`src/rtl/hazard_pkg.sv`:
```
// -----------------------------------------------------------------------------
// hazard_pkg
// Shared definitions for the pipeline hazard scoreboard:
//   - sel_w()       width of a forward select able to encode 0..DEPTH
//   - FWD_SEL_RF    select value meaning "read the register file"
//   - sb_entry_t    one scoreboard entry {valid, addr, is_load}
// The entry address field is sized for the widest supported register number;
// narrower register numbers are zero-extended into it.
// -----------------------------------------------------------------------------
package hazard_pkg;

    localparam int ENTRY_ADDR_W = 8;
    localparam int FWD_SEL_RF   = 0;

    typedef struct packed {
        logic                    valid;
        logic [ENTRY_ADDR_W-1:0] addr;
        logic                    is_load;
    } sb_entry_t;

    function automatic int sel_w(input int depth);
        return $clog2(depth + 1);
    endfunction

endpackage

```
`src/rtl/hazard_fwd_match.sv`:
```
// -----------------------------------------------------------------------------
// hazard_fwd_match
// Youngest-match search for one decode source operand against the scoreboard.
// Ports:
//   entries    in   scoreboard, entry k = instruction in stage k
//   src_addr   in   source register number
//   src_used   in   operand is actually read
//   match_sel  out  governing stage number when forwardable, else FWD_SEL_RF
//   hazard     out  governing entry is a load not yet forwardable
// -----------------------------------------------------------------------------
module hazard_fwd_match
    import hazard_pkg::*;
#(
    parameter int DEPTH      = 2,
    parameter int LOAD_READY = 2,
    parameter int ADDR_W     = 5,
    localparam int SEL_W     = sel_w(DEPTH)
) (
    input  sb_entry_t [DEPTH:1] entries,
    input  logic [ADDR_W-1:0]   src_addr,
    input  logic                src_used,
    output logic [SEL_W-1:0]    match_sel,
    output logic                hazard
);

    logic             hit_s;
    logic             hit_load_s;
    logic [SEL_W-1:0] hit_sel_s;

    // Priority search: scan oldest to youngest so the lowest stage wins.
    always_comb begin
        hit_s      = 1'b0;
        hit_load_s = 1'b0;
        hit_sel_s  = SEL_W'(FWD_SEL_RF);
        for (int k = DEPTH; k >= 1; k--) begin
            if (src_used && (src_addr != {ADDR_W{1'b0}}) && entries[k].valid &&
                (entries[k].addr == ENTRY_ADDR_W'(src_addr))) begin
                hit_s      = 1'b1;
                hit_load_s = entries[k].is_load;
                hit_sel_s  = SEL_W'(k);
            end else begin
                hit_s      = hit_s;
                hit_load_s = hit_load_s;
                hit_sel_s  = hit_sel_s;
            end
        end
    end

    // Hazard flag and select; a hazardous producer is never forwarded.
    always_comb begin
        hazard    = hit_s && hit_load_s && (int'(hit_sel_s) < LOAD_READY);
        match_sel = SEL_W'(FWD_SEL_RF);
        if (hit_s && !hazard) begin
            match_sel = hit_sel_s;
        end else begin
            match_sel = SEL_W'(FWD_SEL_RF);
        end
    end

endmodule

```
`src/rtl/hazard_scoreboard.sv`:
```
// -----------------------------------------------------------------------------
// hazard_scoreboard
// Tracks destination registers of in-flight instructions, detects load-use
// hazards for the decode instruction and selects forwarding sources.
// Ports:
//   clk, rst      clock, synchronous active-high reset
//   id_valid      decode holds a valid instruction
//   id_src_addr   packed source register numbers (source s at [s*ADDR_W +: ADDR_W])
//   id_src_used   per-source "operand is read"
//   id_dst_addr   decode destination register
//   id_wen        decode instruction writes the register file
//   id_is_load    decode instruction is a load
//   flush         kill the decode instruction this cycle
//   stall         hold PC/decode, bubble into stage 1 (combinational)
//   fwd_sel       per-source forward select, 0 = register file, k = stage k
//   stall_cnt     saturating count of stall cycles since reset
// -----------------------------------------------------------------------------
module hazard_scoreboard
    import hazard_pkg::*;
#(
    parameter int DEPTH      = 2,
    parameter int NUM_SRC    = 2,
    parameter int LOAD_READY = 2,
    parameter int ADDR_W     = 5,
    localparam int SEL_W     = sel_w(DEPTH)
) (
    input  logic                       clk,
    input  logic                       rst,
    input  logic                       id_valid,
    input  logic [NUM_SRC*ADDR_W-1:0]  id_src_addr,
    input  logic [NUM_SRC-1:0]         id_src_used,
    input  logic [ADDR_W-1:0]          id_dst_addr,
    input  logic                       id_wen,
    input  logic                       id_is_load,
    input  logic                       flush,
    output logic                       stall,
    output logic [NUM_SRC*SEL_W-1:0]   fwd_sel,
    output logic [31:0]                stall_cnt
);

    sb_entry_t [DEPTH:1]            entries_r;
    sb_entry_t                      new_entry_s;
    logic [NUM_SRC-1:0]             hazard_s;
    logic [NUM_SRC-1:0][SEL_W-1:0]  match_sel_s;
    logic                           stall_s;
    logic [31:0]                    stall_cnt_r;

    for (genvar s = 0; s < NUM_SRC; s++) begin : g_src
        hazard_fwd_match #(
            .DEPTH      (DEPTH),
            .LOAD_READY (LOAD_READY),
            .ADDR_W     (ADDR_W)
        ) u_match (
            .entries    (entries_r),
            .src_addr   (id_src_addr[s*ADDR_W +: ADDR_W]),
            .src_used   (id_src_used[s]),
            .match_sel  (match_sel_s[s]),
            .hazard     (hazard_s[s])
        );
    end

    // Stall decision and forward selects; a flushed decode never stalls.
    always_comb begin
        stall_s = id_valid && !flush && (|hazard_s);
        fwd_sel = {(NUM_SRC*SEL_W){1'b0}};
        for (int s = 0; s < NUM_SRC; s++) begin
            if (stall_s) begin
                fwd_sel[s*SEL_W +: SEL_W] = SEL_W'(FWD_SEL_RF);
            end else begin
                fwd_sel[s*SEL_W +: SEL_W] = match_sel_s[s];
            end
        end
    end

    // Entry entering stage 1: the issued decode instruction, or a bubble.
    always_comb begin
        new_entry_s = '{valid: 1'b0, addr: {ENTRY_ADDR_W{1'b0}}, is_load: 1'b0};
        if (id_valid && !stall_s && !flush) begin
            new_entry_s.valid   = id_wen && (id_dst_addr != {ADDR_W{1'b0}});
            new_entry_s.addr    = ENTRY_ADDR_W'(id_dst_addr);
            new_entry_s.is_load = id_is_load;
        end else begin
            new_entry_s.valid   = 1'b0;
        end
    end

    // Scoreboard shift register: entries age by one stage each cycle.
    always_ff @(posedge clk) begin
        if (rst) begin
            for (int k = 1; k <= DEPTH; k++) begin
                entries_r[k] <= '{valid: 1'b0, addr: {ENTRY_ADDR_W{1'b0}}, is_load: 1'b0};
            end
        end else begin
            entries_r[1] <= new_entry_s;
            for (int k = 2; k <= DEPTH; k++) begin
                entries_r[k] <= entries_r[k-1];
            end
        end
    end

    // Saturating stall-cycle counter.
    always_ff @(posedge clk) begin
        if (rst) begin
            stall_cnt_r <= 32'd0;
        end else if (stall_s && (stall_cnt_r != 32'hFFFF_FFFF)) begin
            stall_cnt_r <= stall_cnt_r + 32'd1;
        end else begin
            stall_cnt_r <= stall_cnt_r;
        end
    end

    assign stall     = stall_s;
    assign stall_cnt = stall_cnt_r;

endmodule

```
`config.mk`:
```
export PLATFORM = sky130hd
export DESIGN_NAME = hazard_scoreboard
export DESIGN_NICKNAME = d
export VERILOG_FILES = /design/src/rtl/hazard_pkg.sv /design/src/rtl/hazard_fwd_match.sv /design/src/rtl/hazard_scoreboard.sv
export SDC_FILE = /design/constraint.sdc
export NUM_CORES = 1
export LEC_CHECK = 0
export BUFFER_PORTS_ARGS = -buffer_cell sky130_fd_sc_hd__buf_2
export CAP_MARGIN = 40
export CORE_ASPECT_RATIO = 1.75
export CORE_MARGIN = 2
export CORE_UTILIZATION = 53
export CTS_CLUSTER_DIAMETER = 200
export DETAILED_ROUTE_END_ITERATION = 8
export PLACE_DENSITY = 0.88
export SLEW_MARGIN = 5
export SYNTH_ARGS = -nofsm -noshare
export SYNTH_HDL_FRONTEND = slang
export SYNTH_SLANG_ARGS = --single-unit
```
`constraint.sdc`:
```
create_clock -name clk -period 2.7 [get_ports clk]
set_clock_uncertainty 0.05 [all_clocks]
set_input_delay 0.54 -clock clk [delete_from_list [all_inputs] [get_ports clk]]
set_output_delay 0.54 -clock clk [all_outputs]
set_load 0.05 [all_outputs]
```
==> results of run 1 <==
cells by family after synthesis:
kind of cell / count (synthesis) / synth area share
DFF: 45 / 0.386
adders and majority gates: 1 / 0.00536
xor gates and xnor gates: 22 / 0.0825
AOI/OAI and AO/OA: 66 / 0.183
and+or+nand+nor: 113 / 0.301
muxes: 1 / 0.00429
buffers and inverters: 15 / 0.0380
metal layers:
layer | wire length [um] | part of all wire | track usage
met2 | 3240 | 0.57 | 0.462
met4 | 261 | 0.046 | 0.146
met3 | 224 | 0.039 | 0.0407
met1 | 2000 | 0.35 | 0.250
met5 | 0 | 0 | 0
power by group:
| part | switching [W] | total, W | internal [W] |
|---|---|---|---|
| sequential | 0.00000458 | 0.000672 | 0.000667 |
| clock | 0.000225 | 0.000527 | 0.000302 |
| combinational | 0.0000449 | 0.0000865 | 0.0000417 |
flip-flops by register name (all words and copies together) (netlist names):
register   flops
stall_cnt     32
entries_r     13
area by class of cell:
type / count / area (um2) / area share
clock inverter: 1 / 30.0 / 0.0102
timing repair buffer: 75 / 449 / 0.152
clock buffer: 7 / 86.3 / 0.0292
multi-input combinational: 203 / 1410 / 0.476
tap: 51 / 63.8 / 0.0216
sequential: 45 / 901 / 0.305
inverter: 5 / 18.8 / 0.00635
timing repair:
action	CTS	global route
pin swaps	0	1
setup endpoints to repair	2	3
gates resized for setup	3	4
worst max-delay path, delay by kind of cell:
family,cells,cell delay (ns)
buffers and inverters,3,0.51
xor gates and xnor gates,1,0.25
and+or+nand+nor,3,0.75
cell usage in the layout, fill, tap and decap left out, types with 2 or more instances in the layout:
cell type	n
sky130_fd_sc_hd__xor2_1	7
sky130_fd_sc_hd__nor2b_1	7
sky130_fd_sc_hd__inv_1	5
sky130_fd_sc_hd__a21oi_1	28
sky130_fd_sc_hd__o21ai_1	19
sky130_fd_sc_hd__nand3_1	11
sky130_fd_sc_hd__nor2_1	7
sky130_fd_sc_hd__buf_4	15
sky130_fd_sc_hd__and4_1	4
sky130_fd_sc_hd__o21ai_4	3
sky130_fd_sc_hd__and2_1	9
sky130_fd_sc_hd__nor3_1	2
sky130_fd_sc_hd__or4_1	7
sky130_fd_sc_hd__nor4_4	2
sky130_fd_sc_hd__nand2_1	14
sky130_fd_sc_hd__nor3_4	3
sky130_fd_sc_hd__or4_4	2
sky130_fd_sc_hd__buf_2	55
sky130_fd_sc_hd__and3_1	2
sky130_fd_sc_hd__dfxtp_1	45
sky130_fd_sc_hd__buf_6	3
sky130_fd_sc_hd__o31ai_1	7
sky130_fd_sc_hd__o21ai_0	2
sky130_fd_sc_hd__nand4_1	12
sky130_fd_sc_hd__clkbuf_8	6
sky130_fd_sc_hd__xnor2_1	15
sky130_fd_sc_hd__or3_1	24
synth_stat cells (2+ instances only):
library cell               count  area (um2)
sky130_fd_sc_hd__o21ai_1      19        95.1
sky130_fd_sc_hd__nand2_1      15        56.3
sky130_fd_sc_hd__o31ai_1       7        52.6
sky130_fd_sc_hd__clkbuf_1      4        15.0
sky130_fd_sc_hd__xor2_1        7        61.3
sky130_fd_sc_hd__buf_2         2        10.0
sky130_fd_sc_hd__o21ai_2       2        17.5
sky130_fd_sc_hd__o21ai_0       2        10.0
sky130_fd_sc_hd__nand3_1      11        55.1
sky130_fd_sc_hd__dfxtp_1      45         901
sky130_fd_sc_hd__inv_1         5        18.8
sky130_fd_sc_hd__nor3_4        2        32.5
sky130_fd_sc_hd__nand4_1      12        75.1
sky130_fd_sc_hd__a21oi_1      28         140
sky130_fd_sc_hd__buf_6         2        22.5
sky130_fd_sc_hd__xnor2_1      15         131
sky130_fd_sc_hd__nor3_1        2        10.0
sky130_fd_sc_hd__nor4_1        3        18.8
sky130_fd_sc_hd__and3_1        2        12.5
sky130_fd_sc_hd__nor2_1        7        26.3
sky130_fd_sc_hd__and4_1        4        35.0
sky130_fd_sc_hd__or3_1        24         150
sky130_fd_sc_hd__nor2b_1       7        43.8
sky130_fd_sc_hd__and2_1        9        56.3
sky130_fd_sc_hd__or4_1         8        60.1
stage by stage:
stage	utilization	setup WS [ns]	TNS [ns]	std cells	power (W)
global route	0.684	0.00256	0	387	0.00133
finish	0.684	0.0499	0	387	0.00129
global placement	0.651	-0.0108	-0.0205	379	0.000771
detailed placement	0.651	-0.0594	-0.102	379	0.000774
CTS	0.680	0.00814	0	387	0.00129
floorplan	-	-0.161	-0.322	263	0.000727
worst paths after layout:
path	endpoint	depth (start not counted)	slack, ns
worst min register to register	stall_cnt[9]$_SDFFE_PP0P_	2	0.46
worst max register to register	stall_cnt[15]$_SDFFE_PP0P_	6	0.44
worst min-delay path	entries_r[0]$_SDFF_PP0_	2	0.40
worst max-delay path	fwd_sel[0]	7	0.05
==> results.txt, run 1 <==
For the largest net degree at the start of global routing, the log shows 37. The worst setup path is launched from an input pin. IR analysis of the VDD net gives a maximum drop of 0.000436 V.

The post-route fraction of the period consumed by the critical path is 0.982, and the minimum hold slack is 0.401 ns. The maximum fanout along the worst path is 3, and the area added between synthesis and finish is 26.6%. For the number of nets in the synthesized netlist, the log shows 287.

The number of hold violations in the final report came out at 0. Setup repair after global routing left no endpoint under its margin. The clock passes through at most 2 buffers. The source-to-sink clock delay at the later pin of the worst-skew pair is 0.30 ns.

The kind of end point of the critical path was an output port. A synthesized cell averages 8.88 um2. TritonCTS built the clock tree. The count of yosys warnings during synthesis is 0, and the number of setup violations in the final report is 0. The logs give 0.540 for the effective utilization at floorplan and 45 for the number of clock sinks. The worst hold path begins at id_is_load. The detail route stage leaves a number of antenna-violating nets equal to 0. The core region is 4320 um2.

The worst setup path is of the input pin to output port kind. The detailed placer's ending HPWL is 4360 um, and the share of post-route cells with drive strength above 1 is 0.295. The via count of the first global-routing pass is 2,214, and the routability congestion estimate from global placement is 0.851. The cell count after synthesis was 263; the post-detailed-route wirelength per cell was 14.8 um. Summing all placed instances gives a cell area of 2810 um2.

Final instance area: 2960 um2. For this block, the initial DRC count from the detailed router was 25. The initialized floorplan defines 32 standard-cell rows. The root buffer selected by CTS was sky130_fd_sc_hd__clkbuf_8. The total track usage was 0.254.

The tool flagged a number of max-cap violations equal to 0. The tools report the launch point of the worst path as id_src_addr[2]. After detailed routing, the total wire length is 5730 um. For the timing-limited maximum frequency, the log shows 0.377 GHz. The logs give 357 for the filler cell count in the final layout and 2.06 ns for the data arrival time at the worst-slack endpoint.

The number of different library cells in the post-synthesis netlist was 44. TritonCTS created 5 clock buffers. The routed layout has 2,277 vias.

STA puts the critical path data required time at 2.11 ns. The initial antenna violation count came out at 0. After global routing the overflow that remains totals 0.

The worst-margin pin slew is 0.463 ns. The number of antenna diodes in the final layout is 0. The flow ran to the end, and the final reports show no timing, DRC or antenna violations. In this run the worst hold path is classified as input pin to register.

Critical path's largest stage delay: 0.43 ns. The most used flip-flop cell after synthesis is sky130_fd_sc_hd__dfxtp_1. The run gives 0.386 as the sequential-to-total area share from yosys stat. In this run, synthesis inferred 0 flip-flops with an integrated enable. The horizontal die dimension is 54.2 um, and the number of H-tree levels is 2. At the end of the flow, the number of nets in the layout was 359. In this run, synthesis produced a sequential element count of 45. The start of the worst register-to-register path is stall_cnt[2]$_SDFFE_PP0P_. For the post-synthesis instance area, the log shows 2330 um2.

After detailed routing, the number of vias per cell comes to 5.88. Port buffering added 59 buffers. In the routed design, unresolved DRC markers number 0.

The fraction of registers with async set or reset after synthesis was 0. Critical path's slowest cell: sky130_fd_sc_hd__or3_1. The wire length of the first global-routing pass is 9520 um, and the clock transition time at the flip-flop clock pins of the worst setup and hold paths is 0.08 ns.

The first detailed-routing pass took 6 iterations. During I/O placement, the number of pins put on the boundary was 60. The relative slew slack is 0.691, and the floorplan die area is 4970 um2. Walking the worst path, the cells encountered are buf_2, buf_4, xnor2_1, nand4_1, or3_1, nor2_1, buf_2. The tools report the post-CTS repair timing setup buffer count as 0. The analysis attributes to cell leakage a power of 1.15 nW. The die is 91.8 um tall. The most numerous cell on the critical path was sky130_fd_sc_hd__buf_2. The max-slew violation total from the final report was 0; the number of buffers inserted by hold repair at cts was 0.

The smallest clock period supported by the final layout is computed as 2.65 ns. Cell area power density: 435 nW/um2.
No activity file was read; power rests on OpenSTA's default activity.
==> run 2, diff against run 1 <==
Settings changed: CELL_PAD_IN_SITES_DETAIL_PLACEMENT set to 0, CELL_PAD_IN_SITES_GLOBAL_PLACEMENT set to 1, CORE_UTILIZATION 53 to 39, PLACE_DENSITY 0.88 to 0.87.
==> results.txt, run 2 (synthesized netlist as in run 1, its figures left out) <==
The run finished with clean final reports. Source-to-sink clock delay at the later pin of the worst-skew pair: 0.30 ns (about the same). The standby leakage power is 1.16 nW (was 1.15 nW), and the number of H-tree levels is 2 (unchanged). Relative slew slack: 0.679 (was 0.691). Critical path class: input pin to output port (unchanged). The final instance area was 3000 um2 (was 2960 um2). The post-route fraction of the period consumed by the critical path is 0.978 (was 0.982). The critical path's slowest cell was sky130_fd_sc_hd__or4_4 (was sky130_fd_sc_hd__or3_1).

The run gives 6650 um2 (was 4970 um2) as the floorplan die area. Most numerous cell on the critical path: sky130_fd_sc_hd__o21ai_4 (was sky130_fd_sc_hd__buf_2). The critical path's largest stage delay is 0.55 ns (was 0.43 ns).

The die outline height is 106 um (was 91.8 um). The cell area power density works out to 432 nW/um2 (was 435 nW/um2). The run gives 5830 um2 (was 4320 um2) as the floorplan core area. Commonest cells after routing, fill and taps aside: sky130_fd_sc_hd__buf_2 (57), sky130_fd_sc_hd__dfxtp_1 (45), sky130_fd_sc_hd__a21oi_1 (28), sky130_fd_sc_hd__or3_1 (24), sky130_fd_sc_hd__o21ai_1 (19) (was sky130_fd_sc_hd__buf_2 (55), sky130_fd_sc_hd__dfxtp_1 (45), sky130_fd_sc_hd__a21oi_1 (28), sky130_fd_sc_hd__or3_1 (24), sky130_fd_sc_hd__o21ai_1 (19)). The number of top-level pins was 60 (unchanged); the vias per cell was 5.36 (was 5.88).

Number of vias after detailed routing: 2,230 (was 2,277). The launching element type of the critical path is an input pin (unchanged). The run gives 37 (unchanged) as the largest net degree at the start of global routing. The tools report the number of design rule violations left after detail routing as 0 (unchanged). Most common cell after layout, fill and taps aside: sky130_fd_sc_hd__buf_2 (unchanged).

Number of clock sinks: 45 (unchanged). The share of post-route cells with drive strength above 1 is 0.302 (was 0.295). The post-detailed-route wirelength per cell works out to 14.2 um (was 14.8 um).

For the wire length of the first global-routing pass, the log shows 10,300 um (was 9520 um). The count of inserted antenna diode cells was 0 (unchanged); the worst-margin pin slew was 0.482 ns (was 0.463 ns). For the highest ir drop seen on vdd, the log shows 0.000294 V (was 0.000436 V).

The post-route core utilization came out at 0.514 (was 0.684). The run gives 2,331 (was 2,214) as the via count of the first global-routing pass. The run gives 0.192 (was 0.254) as the total track usage. The root buffer selected by CTS is sky130_fd_sc_hd__clkbuf_8 (unchanged).

Leftover overflow at the end of global routing: 0 (unchanged). The kind of end point of the critical path was an output port (unchanged). The max-slew violation total from the final report is 0 (unchanged), and the horizontal die dimension is 62.5 um (was 54.2 um). The routability congestion estimate from global placement was 0.845 (was 0.851); the number of standard-cell rows in the floorplan was 37 (was 32). Final critical-path required period: 2.64 ns (was 2.65 ns).

The final wirelength is 5890 um (was 5730 um). The initial antenna violation count is 0 (unchanged), and the number of I/O port buffers is 59 (unchanged). The data arrival time at the worst-slack endpoint came out at 2.05 ns (was 2.06 ns).

For the reported max-cap violation count, the log shows 0 (unchanged). TritonCTS built the clock tree. The detailed placer's ending HPWL was 4570 um (was 4360 um); the number of nets in the layout was 361 (was 359). The clock transition time at the flip-flop clock pins of the worst setup and hold paths came out at 0.08 ns (about the same). The maximum fanout along the worst path is 3 (unchanged), and the timing-limited maximum frequency is 0.379 GHz (was 0.377 GHz). The number of hold violations in the final report came out at 0 (unchanged). Cell chain of the critical path: buf_2, or4_4, o21ai_4, nor3_4, o21ai_4, nand2_4, nor4_4, buf_6 (was buf_2, buf_4, xnor2_1, nand4_1, or3_1, nor2_1, buf_2). The number of flip-flops in the largest register works out to 32 (unchanged). The class of the tightest hold or removal check is input pin to register (unchanged). The run gives 4 (was 6) as the number of iterations in the first detailed-routing pass. The clock buffer count from CTS came out at 5 (unchanged). The final-layout setup total negative slack is 0 ns (unchanged), and the post-route antenna net violation count is 0 (unchanged). The run gives 2 (unchanged) as the maximum clock path buffer count. The effective utilization at floorplan is 0.400 (was 0.540), and the initial detailed-routing violation count is 59 (was 25). The required time of the worst setup path is 2.11 ns (about the same), and the area added between synthesis and finish is 28.5% (was 26.6%). The total placed instance area is 2860 um2 (was 2810 um2), and the number of setup violations in the final report is 0 (unchanged).
## run 2: worst paths after layout
path | end | cells past startpoint | slack, ns | startpoint
max | fwd_sel[3] | 8 | 0.06 | id_src_addr[6]
min | entries_r[0]$_SDFF_PP0_ | 2 | 0.40 | id_is_load
max reg2reg | stall_cnt[19]$_SDFFE_PP0P_ | 6 | 0.39 | stall_cnt[2]$_SDFFE_PP0P_
min reg2reg | entries_r[12]$_SDFF_PP0_ | 1 | 0.45 | entries_r[2]$_SDFF_PP0_
## run 2: cell type report
| cell class | instances | area [um2] |
|---|---|---|
| well taps | 78 | 97.6 |
| inverters | 5 | 18.8 |
| repair buffers | 77 | 455 |
| clock buffers | 6 | 82.6 |
| clock inverters | 2 | 37.5 |
| fillers | 591 | 2830 |
| flip-flops and latches | 45 | 901 |
| multi-input cells | 203 | 1410 |
## run 2: power breakdown
group	leakage, nW	internal (W)	switching, W
Clock	0.0574	0.000301	0.000234
Combinational	0.739	0.0000425	0.0000454
Sequential	0.363	0.000667	0.00000449
Total	1.16	0.00101	0.000284
## run 2: per-stage QoR
stage               instances  hold WS (ns)  power, W  worst slack (ns)
global route              416         0.416   0.00134         -0.000488
detailed placement        407         0.447  0.000775           -0.0608
finish                    416         0.398   0.00129            0.0603
global placement          407         0.440  0.000773           -0.0294
floorplan                 263         0.410  0.000727            -0.161
CTS                       415         0.390   0.00131           0.00205
## run 2: metal layers
layer	vias to the layer above	GRT usage	part of all wire
met5	-	0	0
met4	0	0.0968	0.033
met2	54	0.383	0.56
li1	1124	-	-
met3	13	0.0349	0.042
met1	1039	0.179	0.36
## run 2: timing repair
| item | in CTS | in global routing |
|---|---|---|
| setup buffers | 0 | 1 |
| hold buffers | 0 | 0 |
| setup endpoints to repair | 2 | 2 |
| pin swaps | 0 | 1 |
| gates resized for setup | 3 | 2 |
## run 2: worst max-delay path: cells and delay by family
kind                   cells  cell delay [ns]
AOI/OAI and AO/OA          2             0.35
and+or+nand+nor            4             0.86
buffers and inverters      2             0.30
